===== config.mk =====
export PLATFORM = sky130hd
export DESIGN_NAME = ram_bist_ctrl
export DESIGN_NICKNAME = d
export VERILOG_FILES = /design/src/rtl/ram_bist_pkg.sv /design/src/rtl/ram_bist_cmp.sv /design/src/rtl/ram_bist_ctrl.sv
export SDC_FILE = /design/constraint.sdc
export NUM_CORES = 1
export LEC_CHECK = 0
export ABC_AREA = 1
export CAP_MARGIN = 20
export CORE_MARGIN = 2
export CORE_UTILIZATION = 50
export DETAILED_ROUTE_END_ITERATION = 10
export PLACE_DENSITY = 0.78
export SYNTH_ARGS = -nofsm -noshare
export SYNTH_HDL_FRONTEND = slang
export SYNTH_SLANG_ARGS = --single-unit

===== constraint.sdc =====
create_clock -name clk -period 2.2 [get_ports clk]
set_clock_uncertainty 0.15 [all_clocks]
set_input_delay 0.33 -clock clk [delete_from_list [all_inputs] [get_ports clk]]
set_output_delay 0.33 -clock clk [all_outputs]
set_load 0.03 [all_outputs]

===== src/rtl/ram_bist_pkg.sv =====
// Shared types and helpers for the RAM BIST controller.
package ram_bist_pkg;

  localparam int ADDR_W_DEF = 5;
  localparam int DATA_W_DEF = 4;
  localparam logic [DATA_W_DEF-1:0] SEED_DEF = 4'b0101;

  typedef enum logic [2:0] {
    IDLE,
    W_UP,
    R_UP,
    DRAIN1,
    W_DN,
    R_DN,
    DRAIN2,
    DONE
  } state_e;

  function automatic logic [31:0] pat(
    input logic [31:0] a,
    input logic [31:0] seed,
    input int          dw
  );
    logic [31:0] m;
    m = (32'd1 << dw) - 32'd1;
    return (a ^ seed) & m;
  endfunction

endpackage


===== src/rtl/ram_bist_cmp.sv =====
// Read-data compare pipeline with sticky error flag.
// Optional first-error capture under RAM_BIST_ERR_LOG_EN.
module ram_bist_cmp
  import ram_bist_pkg::*;
#(
  parameter int DATA_W = DATA_W_DEF
`ifdef RAM_BIST_ERR_LOG_EN
  ,
  parameter int ADDR_W = ADDR_W_DEF
`endif
) (
  input  logic              clk,
  input  logic              rst,
  input  logic              clr_i,
  input  logic              rd_i,
  input  logic [DATA_W-1:0] exp_i,
`ifdef RAM_BIST_ERR_LOG_EN
  input  logic [ADDR_W-1:0] addr_i,
  output logic [ADDR_W-1:0] err_addr_o,
  output logic [DATA_W-1:0] err_data_o,
`endif
  output logic              err_nxt_o,
  input  logic [DATA_W-1:0] ram_dout_i
);

  logic              vld_q;
  logic [DATA_W-1:0] exp_q;
  logic              err_q;
  logic              miss;

  assign miss      = vld_q && (ram_dout_i != exp_q);
  assign err_nxt_o = clr_i ? 1'b0 : (err_q | miss);

  always_ff @(posedge clk) begin
    if (rst) begin
      vld_q <= 1'b0;
      exp_q <= '0;
      err_q <= 1'b0;
    end else begin
      vld_q <= rd_i;
      exp_q <= exp_i;
      err_q <= err_nxt_o;
    end
  end

`ifdef RAM_BIST_ERR_LOG_EN
  logic [ADDR_W-1:0] a_q;
  logic [ADDR_W-1:0] ea_q;
  logic [DATA_W-1:0] ed_q;

  always_ff @(posedge clk) begin
    if (rst) begin
      a_q  <= '0;
      ea_q <= '0;
      ed_q <= '0;
    end else begin
      a_q <= addr_i;
      if (clr_i) begin
        ea_q <= '0;
        ed_q <= '0;
      end else if (miss && !err_q) begin
        ea_q <= a_q;
        ed_q <= ram_dout_i;
      end
    end
  end

  assign err_addr_o = ea_q;
  assign err_data_o = ed_q;
`endif

endmodule


===== src/rtl/ram_bist_ctrl.sv =====
// Four-phase march BIST driver for a single-port sync RAM.
// Define RAM_BIST_ERR_LOG_EN to add err_addr/err_data outputs.
module ram_bist_ctrl
  import ram_bist_pkg::*;
#(
  parameter int              ADDR_W = ADDR_W_DEF,
  parameter int              DATA_W = DATA_W_DEF,
  parameter logic [DATA_W-1:0] SEED = SEED_DEF
) (
  input  logic              clk,
  input  logic              rst,
  input  logic              start,
  output logic              busy,
  output logic              done,
  output logic              pass,
  output logic              ram_en,
  output logic              ram_wr,
  output logic [ADDR_W-1:0] ram_addr,
  output logic [DATA_W-1:0] ram_di,
`ifdef RAM_BIST_ERR_LOG_EN
  output logic [ADDR_W-1:0] err_addr,
  output logic [DATA_W-1:0] err_data,
`endif
  input  logic [DATA_W-1:0] ram_dout
);

  localparam int DEPTH = 2**ADDR_W;
  localparam logic [ADDR_W-1:0] A_LAST = ADDR_W'(DEPTH-1);
  localparam logic [ADDR_W-1:0] A_ONE  = ADDR_W'(1);

  state_e            state_q, state_d;
  logic [ADDR_W-1:0] addr_q, addr_d;
  logic              pass_q, pass_d;
  logic [DATA_W-1:0] pat_w;
  logic [DATA_W-1:0] exp_w;
  logic              accept;
  logic              rd;
  logic              err_nxt;

  assign pat_w = DATA_W'(pat(32'(addr_q), 32'(SEED), DATA_W));

  always_comb begin
    state_d = state_q;
    addr_d  = addr_q;
    pass_d  = pass_q;
    ram_en  = 1'b0;
    ram_wr  = 1'b0;
    ram_di  = '0;
    rd      = 1'b0;
    exp_w   = pat_w;
    accept  = 1'b0;
    unique case (state_q)
      IDLE: begin
        addr_d = '0;
        if (start) begin
          accept  = 1'b1;
          pass_d  = 1'b0;
          state_d = W_UP;
        end
      end
      W_UP: begin
        ram_en = 1'b1;
        ram_wr = 1'b1;
        ram_di = pat_w;
        if (addr_q == A_LAST) begin
          state_d = R_UP;
          addr_d  = '0;
        end else begin
          addr_d = addr_q + A_ONE;
        end
      end
      R_UP: begin
        ram_en = 1'b1;
        rd     = 1'b1;
        if (addr_q == A_LAST) state_d = DRAIN1;
        else addr_d = addr_q + A_ONE;
      end
      DRAIN1: begin
        state_d = W_DN;
        addr_d  = A_LAST;
      end
      W_DN: begin
        ram_en = 1'b1;
        ram_wr = 1'b1;
        ram_di = ~pat_w;
        if (addr_q == '0) begin
          state_d = R_DN;
          addr_d  = A_LAST;
        end else begin
          addr_d = addr_q - A_ONE;
        end
      end
      R_DN: begin
        ram_en = 1'b1;
        rd     = 1'b1;
        exp_w  = ~pat_w;
        if (addr_q == '0) state_d = DRAIN2;
        else addr_d = addr_q - A_ONE;
      end
      DRAIN2: begin
        // last R_DN compare resolves this cycle
        state_d = DONE;
        pass_d  = ~err_nxt;
      end
      DONE: begin
        state_d = IDLE;
        addr_d  = '0;
      end
      default: state_d = IDLE;
    endcase
  end

  always_ff @(posedge clk) begin
    if (rst) begin
      state_q <= IDLE;
      addr_q  <= '0;
      pass_q  <= 1'b0;
    end else begin
      state_q <= state_d;
      addr_q  <= addr_d;
      pass_q  <= pass_d;
    end
  end

  assign busy     = (state_q != IDLE) && (state_q != DONE);
  assign done     = (state_q == DONE);
  assign pass     = pass_q;
  assign ram_addr = addr_q;

  ram_bist_cmp #(
    .DATA_W (DATA_W)
`ifdef RAM_BIST_ERR_LOG_EN
    ,
    .ADDR_W (ADDR_W)
`endif
  ) u_cmp (
    .clk        (clk),
    .rst        (rst),
    .clr_i      (accept),
    .rd_i       (rd),
    .exp_i      (exp_w),
`ifdef RAM_BIST_ERR_LOG_EN
    .addr_i     (addr_q),
    .err_addr_o (err_addr),
    .err_data_o (err_data),
`endif
    .err_nxt_o  (err_nxt),
    .ram_dout_i (ram_dout)
  );

endmodule


Word level (Yosys, flattened, before mapping)
Cells that the tools add are included.
- word-level logic and storage cells: 64
- bits in registers: 15
- input bits: 7
- output and inout bits: 14
- equality and inequality tests: 17
- add/subtract/negate cells: 2
- reduce and logical (&&, ||, !) cells: 14
- bitwise logic cells: 4
- muxes and demuxes: 21
- operators with widths (operator ; number):
    one-hot mux 5 bit (6 select lines) ; 1
    one-hot mux 3 bit (8 select lines) ; 1
    2-to-1 mux 5 bit ; 4
    2-to-1 mux 3 bit ; 5
    != test 2 bit (second input constant) ; 7
    == test 3 bit (second input constant) ; 4
    one-hot mux 4 bit (2 select lines) ; 1
    2-to-1 mux 1 bit ; 7
    == test 3 x 2 -> 1 bit (second input constant) ; 2
    nonzero test 6 bit ; 1
    OR reduction 2 bit ; 3
    adder 5 x 1 -> 5 bit (second input constant) ; 1
    == test 5 bit (second input constant) ; 1
    logical NOT 5 bit ; 1
    AND reduction 5 bit ; 1
    subtractor 5 x 1 -> 5 bit (second input constant) ; 1
    2-to-1 mux 4 bit ; 1
    != test 4 bit ; 1
    NOT 4 bit ; 1
    OR reduction 4 bit ; 1
    == test 3 x 1 -> 1 bit (second input constant) ; 1
    logical NOT 3 bit ; 1
    != test 3 bit (second input constant) ; 1
    AND reduction 3 bit ; 1
    8 further kinds ; 9

Longest topological paths before layout
- word-level depth: 6
- depth in mapped cells: 11
- depth with buffers taken out: 11

Hierarchy
Synthesis repeated with hierarchy kept, for this count alone.
- cells, all modules: 184
- area total of the unflattened synthesis: 1129.8 um^2
- modules (own cells, without submodules) (module ; cells each ; times used ; seq. area each (um^2) ; area an instance (um^2)):
    ram_bist_ctrl ; 138 ; 1 ; 180.2 ; 859.6
    ram_bist_cmp ; 46 ; 1 ; 120.1 ; 270.3

Worst setup path after synthesis
OpenSTA, ideal clock, no wires.
- kind: reg-to-reg
- start point: register addr_q[0] (netlist: ram_addr[0])
- end point: register addr_q[2] (netlist: ram_addr[2])
- period minus slack after synthesis: 1.940 ns
- data arrival time: 1.673 ns
- data required time: 1.933 ns
- slack: 0.260 ns
- cell stages (with the launch flop): 11
- path buffers: 0
- library setup time: 0.117 ns
- cells stage by stage: dfxtp_1 -> ha_1 -> nand2_1 -> nor2_1 -> ha_1 -> o21ai_0 -> inv_1 -> nor2_2 -> nand2_1 -> a21oi_1 -> nor2_1
- cells in the longest elaborated chain, start to end: 3
- elaborated cells on any way between the ends: 12
- classes of those cells: add/sub (2); eq/ne (3); mux (5); reduce/logical (2)
- ends and longest elaborated chain (what ; RTL line ; source):
    start, declared ; ram_bist_ctrl.sv:32 ; logic [ADDR_W-1:0] addr_q, addr_d;
    start signal, assigned ; ram_bist_ctrl.sv:120 ; addr_q <= addr_d;
    subtractor 5 x 1 -> 5 bit (tied with other cells) ; ram_bist_ctrl.sv:90, ram_bist_ctrl.sv:98 ;
    2-to-1 mux 5 bit (tied with other cells) ; ram_bist_ctrl.sv:97 ; if (addr_q == '0) state_d = DRAIN2;
    one-hot mux 5 bit (6 select lines) or AND reduction 3 bit (tied branches) ; n/a ;
Parallel ways exist; a longest one is shown, timed or not. The select of a mux whose other input is x is not followed.
A chain may end at the register's enable or synchronous reset.

Worst setup path in the final report
- start point: register state_q[0]
- end point: output port busy
- cells in the longest elaborated chain, start to end: 2
- elaborated cells on any way between the ends: 3
- classes of those cells: eq/ne (1); reduce/logical (2)
- ends and longest elaborated chain (what ; RTL line ; source):
    start, declared ; ram_bist_ctrl.sv:31 ; state_e state_q, state_d;
    start signal, assigned ; ram_bist_ctrl.sv:119 ; state_q <= state_d;
    != test 3 bit or nonzero test 3 bit (tied branches) ; ram_bist_ctrl.sv:125 ; assign busy = (state_q != IDLE) && (state_q != DONE);
    logical AND 1 bit * ; ram_bist_ctrl.sv:125 ;
    end, declared ; ram_bist_ctrl.sv:13 ; output logic busy,
Every way passes the cells marked *; elsewhere a longest branch is shown, timed or not.

==> impl_metrics.toml <==
[outcome]
status = "finished, final reports clean"

[setup_path]
worstSetupStartpointType = "flip-flop"
critPathKind = "reg -> out"
required_ns = 1.72
timing.critical_path.to_type = "primary output"
critPathArrivalTime_ns = 1.59
cp_max_fo = 6

[layout]
diodes = 0
drive_gt1_share_pct = 11.1
final_cells = 226
design_area_um2 = 1290
syn_to_final_growth_pct = 27.1
nNetsFinal = 211

[clock_network]
clock_sinks = 15
root_buffer = "clkbuf_4"
htree_levels = 1
cts_inserted_buffers = 3
ctsHoldBuffers = 0
clkTransAtPathRegs_ns = 0.10
clk_latency_ns = 0.29
cts_setup_buffers = 0
cts_tree = "yes"
clockBufferDepth = 2

[route]
drt-pass1-iter-count = 4
drt-initial-drc-count = 44
vias = 1141
drc = 0
viasPerCell = 5.05
ant_nets = 0
routed_wl_um = 2620
wire_per_inst_um = 11.6

[grt]
grt_pass1_vias = 1007
antenna_found_initial = 0
gr-total-overflow = 0
grt_max_degree = 11
grt_pass1_wl_um = 4390
track_usage_pct = 23.5

[logic_synthesis]
yosysSeqAreaShare_pct = 29.7
syn-cell-area_um2 = 1010
synth_compound_area_share_pct = 14.7
synth_mux_area_share_pct = 0
yosysTopAreaCell = "dfxtp_1"
synth_area_leaders = "dfxtp_1 (30%), nand2_1 (18%), nor2_1 (10%), inv_1 (9.3%), o21ai_0 (8.4%)"
yosys.area.top_type_share_pct = 29.7
ys_types = 19
synth_top_family_by_area = "simple AND/OR/NAND/NOR gates"
synth_simple_gate_area_share_pct = 37.6
synthCells = 171
ys_ff_latch = 15
synth_fa_ha_area_share_pct = 4.94
syn-num-nets = 182
avgSynthCellArea_um2 = 5.92
synth_xor_area_share_pct = 2.60
yosys_warnings = 0

[sta]
grt_setup_unrepaired = "false"
clock.fmax_mhz = 484
setup_viol = 0
slew_violations = 0
period_share_pct = 93.9
hold_viol = 0
worst_pin_slew_ns = 0.365
slew_headroom_pct = 75.6
fin_crit_ns = 2.07
fin_setup_tns_ns = 0

[die]
core_area_um2 = 1940
die_h_um = 49.0
initial_core_util_pct = 52.1
die_w_um = 49.0
die-area_um2 = 2400
ioPinCount = 21
row_count = 16

[job]
cap_violations = 0

[min_path]
min_path_type = "reg -> reg"

[power]
irDropWorstVdd_mv = 0.790
p_leak_nw = 0.710
powerDensity_nw_per_um2 = 1370

[place]
dp.cells = 222
io_buffers = 20
dp_hpwl_um = 2000
place.gp.congestion = 0.869
place_area_um2 = 1280
==> routing by layer <==
| layer | up-vias | wire length [um] | global-route usage, % |
|---|---|---|---|
| li1 | 591 | - | - |
| met1 | 506 | 1150 | 28.6 |
| met2 | 39 | 1300 | 42.2 |
| met3 | 5 | 129 | 3.07 |
| met4 | 0 | 39 | 8.57 |
| met5 | - | 0 | 0 |
==> cells by family after synthesis <==
kind of cell,after synthesis
AOI/OAI and AO/OA,29
and+or+nand+nor,92
xor gates and xnor gates,3
DFF,15
buffers and inverters,28
adders and majority gates,4
==> cell type report <==
| cell class | instances | area, um2 |
|---|---|---|
| multi-input cells | 128 | 611 |
| repair buffers | 25 | 213 |
| inverters | 27 | 101 |
| flip-flops and latches | 15 | 302 |
| clock buffers | 4 | 26.3 |
| fillers | 190 | 656 |
| well taps | 27 | 33.8 |
==> where the power goes <==
group	internal, W	leakage, nW	switching, W
Clock	0.0000707	0.0150	0.0000987
Sequential	0.000356	0.123	0.0000969
Combinational	0.000393	0.572	0.000747
==> cells in the final DEF, fill, tap and decap left out, types with 2 or more instances in the layout <==
cell type and n:
nor2_2 2, clkbuf_2 5, o21ai_0 17, nand3_1 8, clkdlybuf4s50_1 12, nand2_2 2, inv_2 2, clkbuf_4 3
dfxtp_1 14, nor2_1 27, nand2_1 49, xor2_1 3, nor2_4 2, a21oi_1 9, inv_1 25, buf_4 5
dlygate4sd2_1 2, ha_1 4
==> sequential cells by signal, summed over array words and instances (netlist names) <==
signal / flops
state_q: 3
pass: 1
u_cmp.exp_q: 4
u_cmp.vld_q: 1
ram_addr: 5
u_cmp.err_q: 1
==> path summary, 6_finish.rpt <==
| path | slack (ns) | startpoint | cells past startpoint | endpoint |
|---|---|---|---|---|
| max | 0.13 | state_q[0] | 6 | busy |
| min | 0.37 | u_cmp.err_q | 4 | u_cmp.err_q |
| max reg2reg | 0.16 | ram_addr[0] | 10 | ram_addr[2] |
| min reg2reg | 0.37 | u_cmp.err_q | 4 | u_cmp.err_q |
==> synth_stat cells <==
cell / n
a21oi_1: 9
a31oi_1: 1
clkbuf_2: 1
dfxtp_1: 15
ha_1: 4
inv_1: 25
inv_2: 2
nand2_1: 49
nand2_2: 2
nand3_1: 8
nand3b_1: 1
nor2_1: 27
nor2_2: 3
nor2_4: 1
nor3_1: 1
o211ai_1: 1
o21ai_0: 17
o21ai_1: 1
xor2_1: 3
==> what timing repair did <==
item	4_1_cts	5_1_grt
setup endpoints to repair	7	11
gates cloned	0	0
resized for setup	7	17
==> stage by stage <==
stage               hold slack [ns]  power [W]  setup WS, ns  utilization (%)
floorplan                     0.249    0.00123         0.260                -
global placement              0.359    0.00161         0.132             65.9
detailed placement            0.359    0.00165        0.0894             65.9
CTS                           0.374    0.00176        0.0140             66.8
global route                  0.410    0.00191        0.0344             66.2
finish                        0.373    0.00176         0.134             66.2
==> critical path: stages, from the launching register on <==
cell and delay, ns:
dfxtp_1 0.44, nor2_1 0.09, buf_4 0.15, nand2_1 0.06, o21ai_0 0.09, inv_1 0.07
dlygate4sd2_1 0.39
Power figures use the tool's default switching activity.
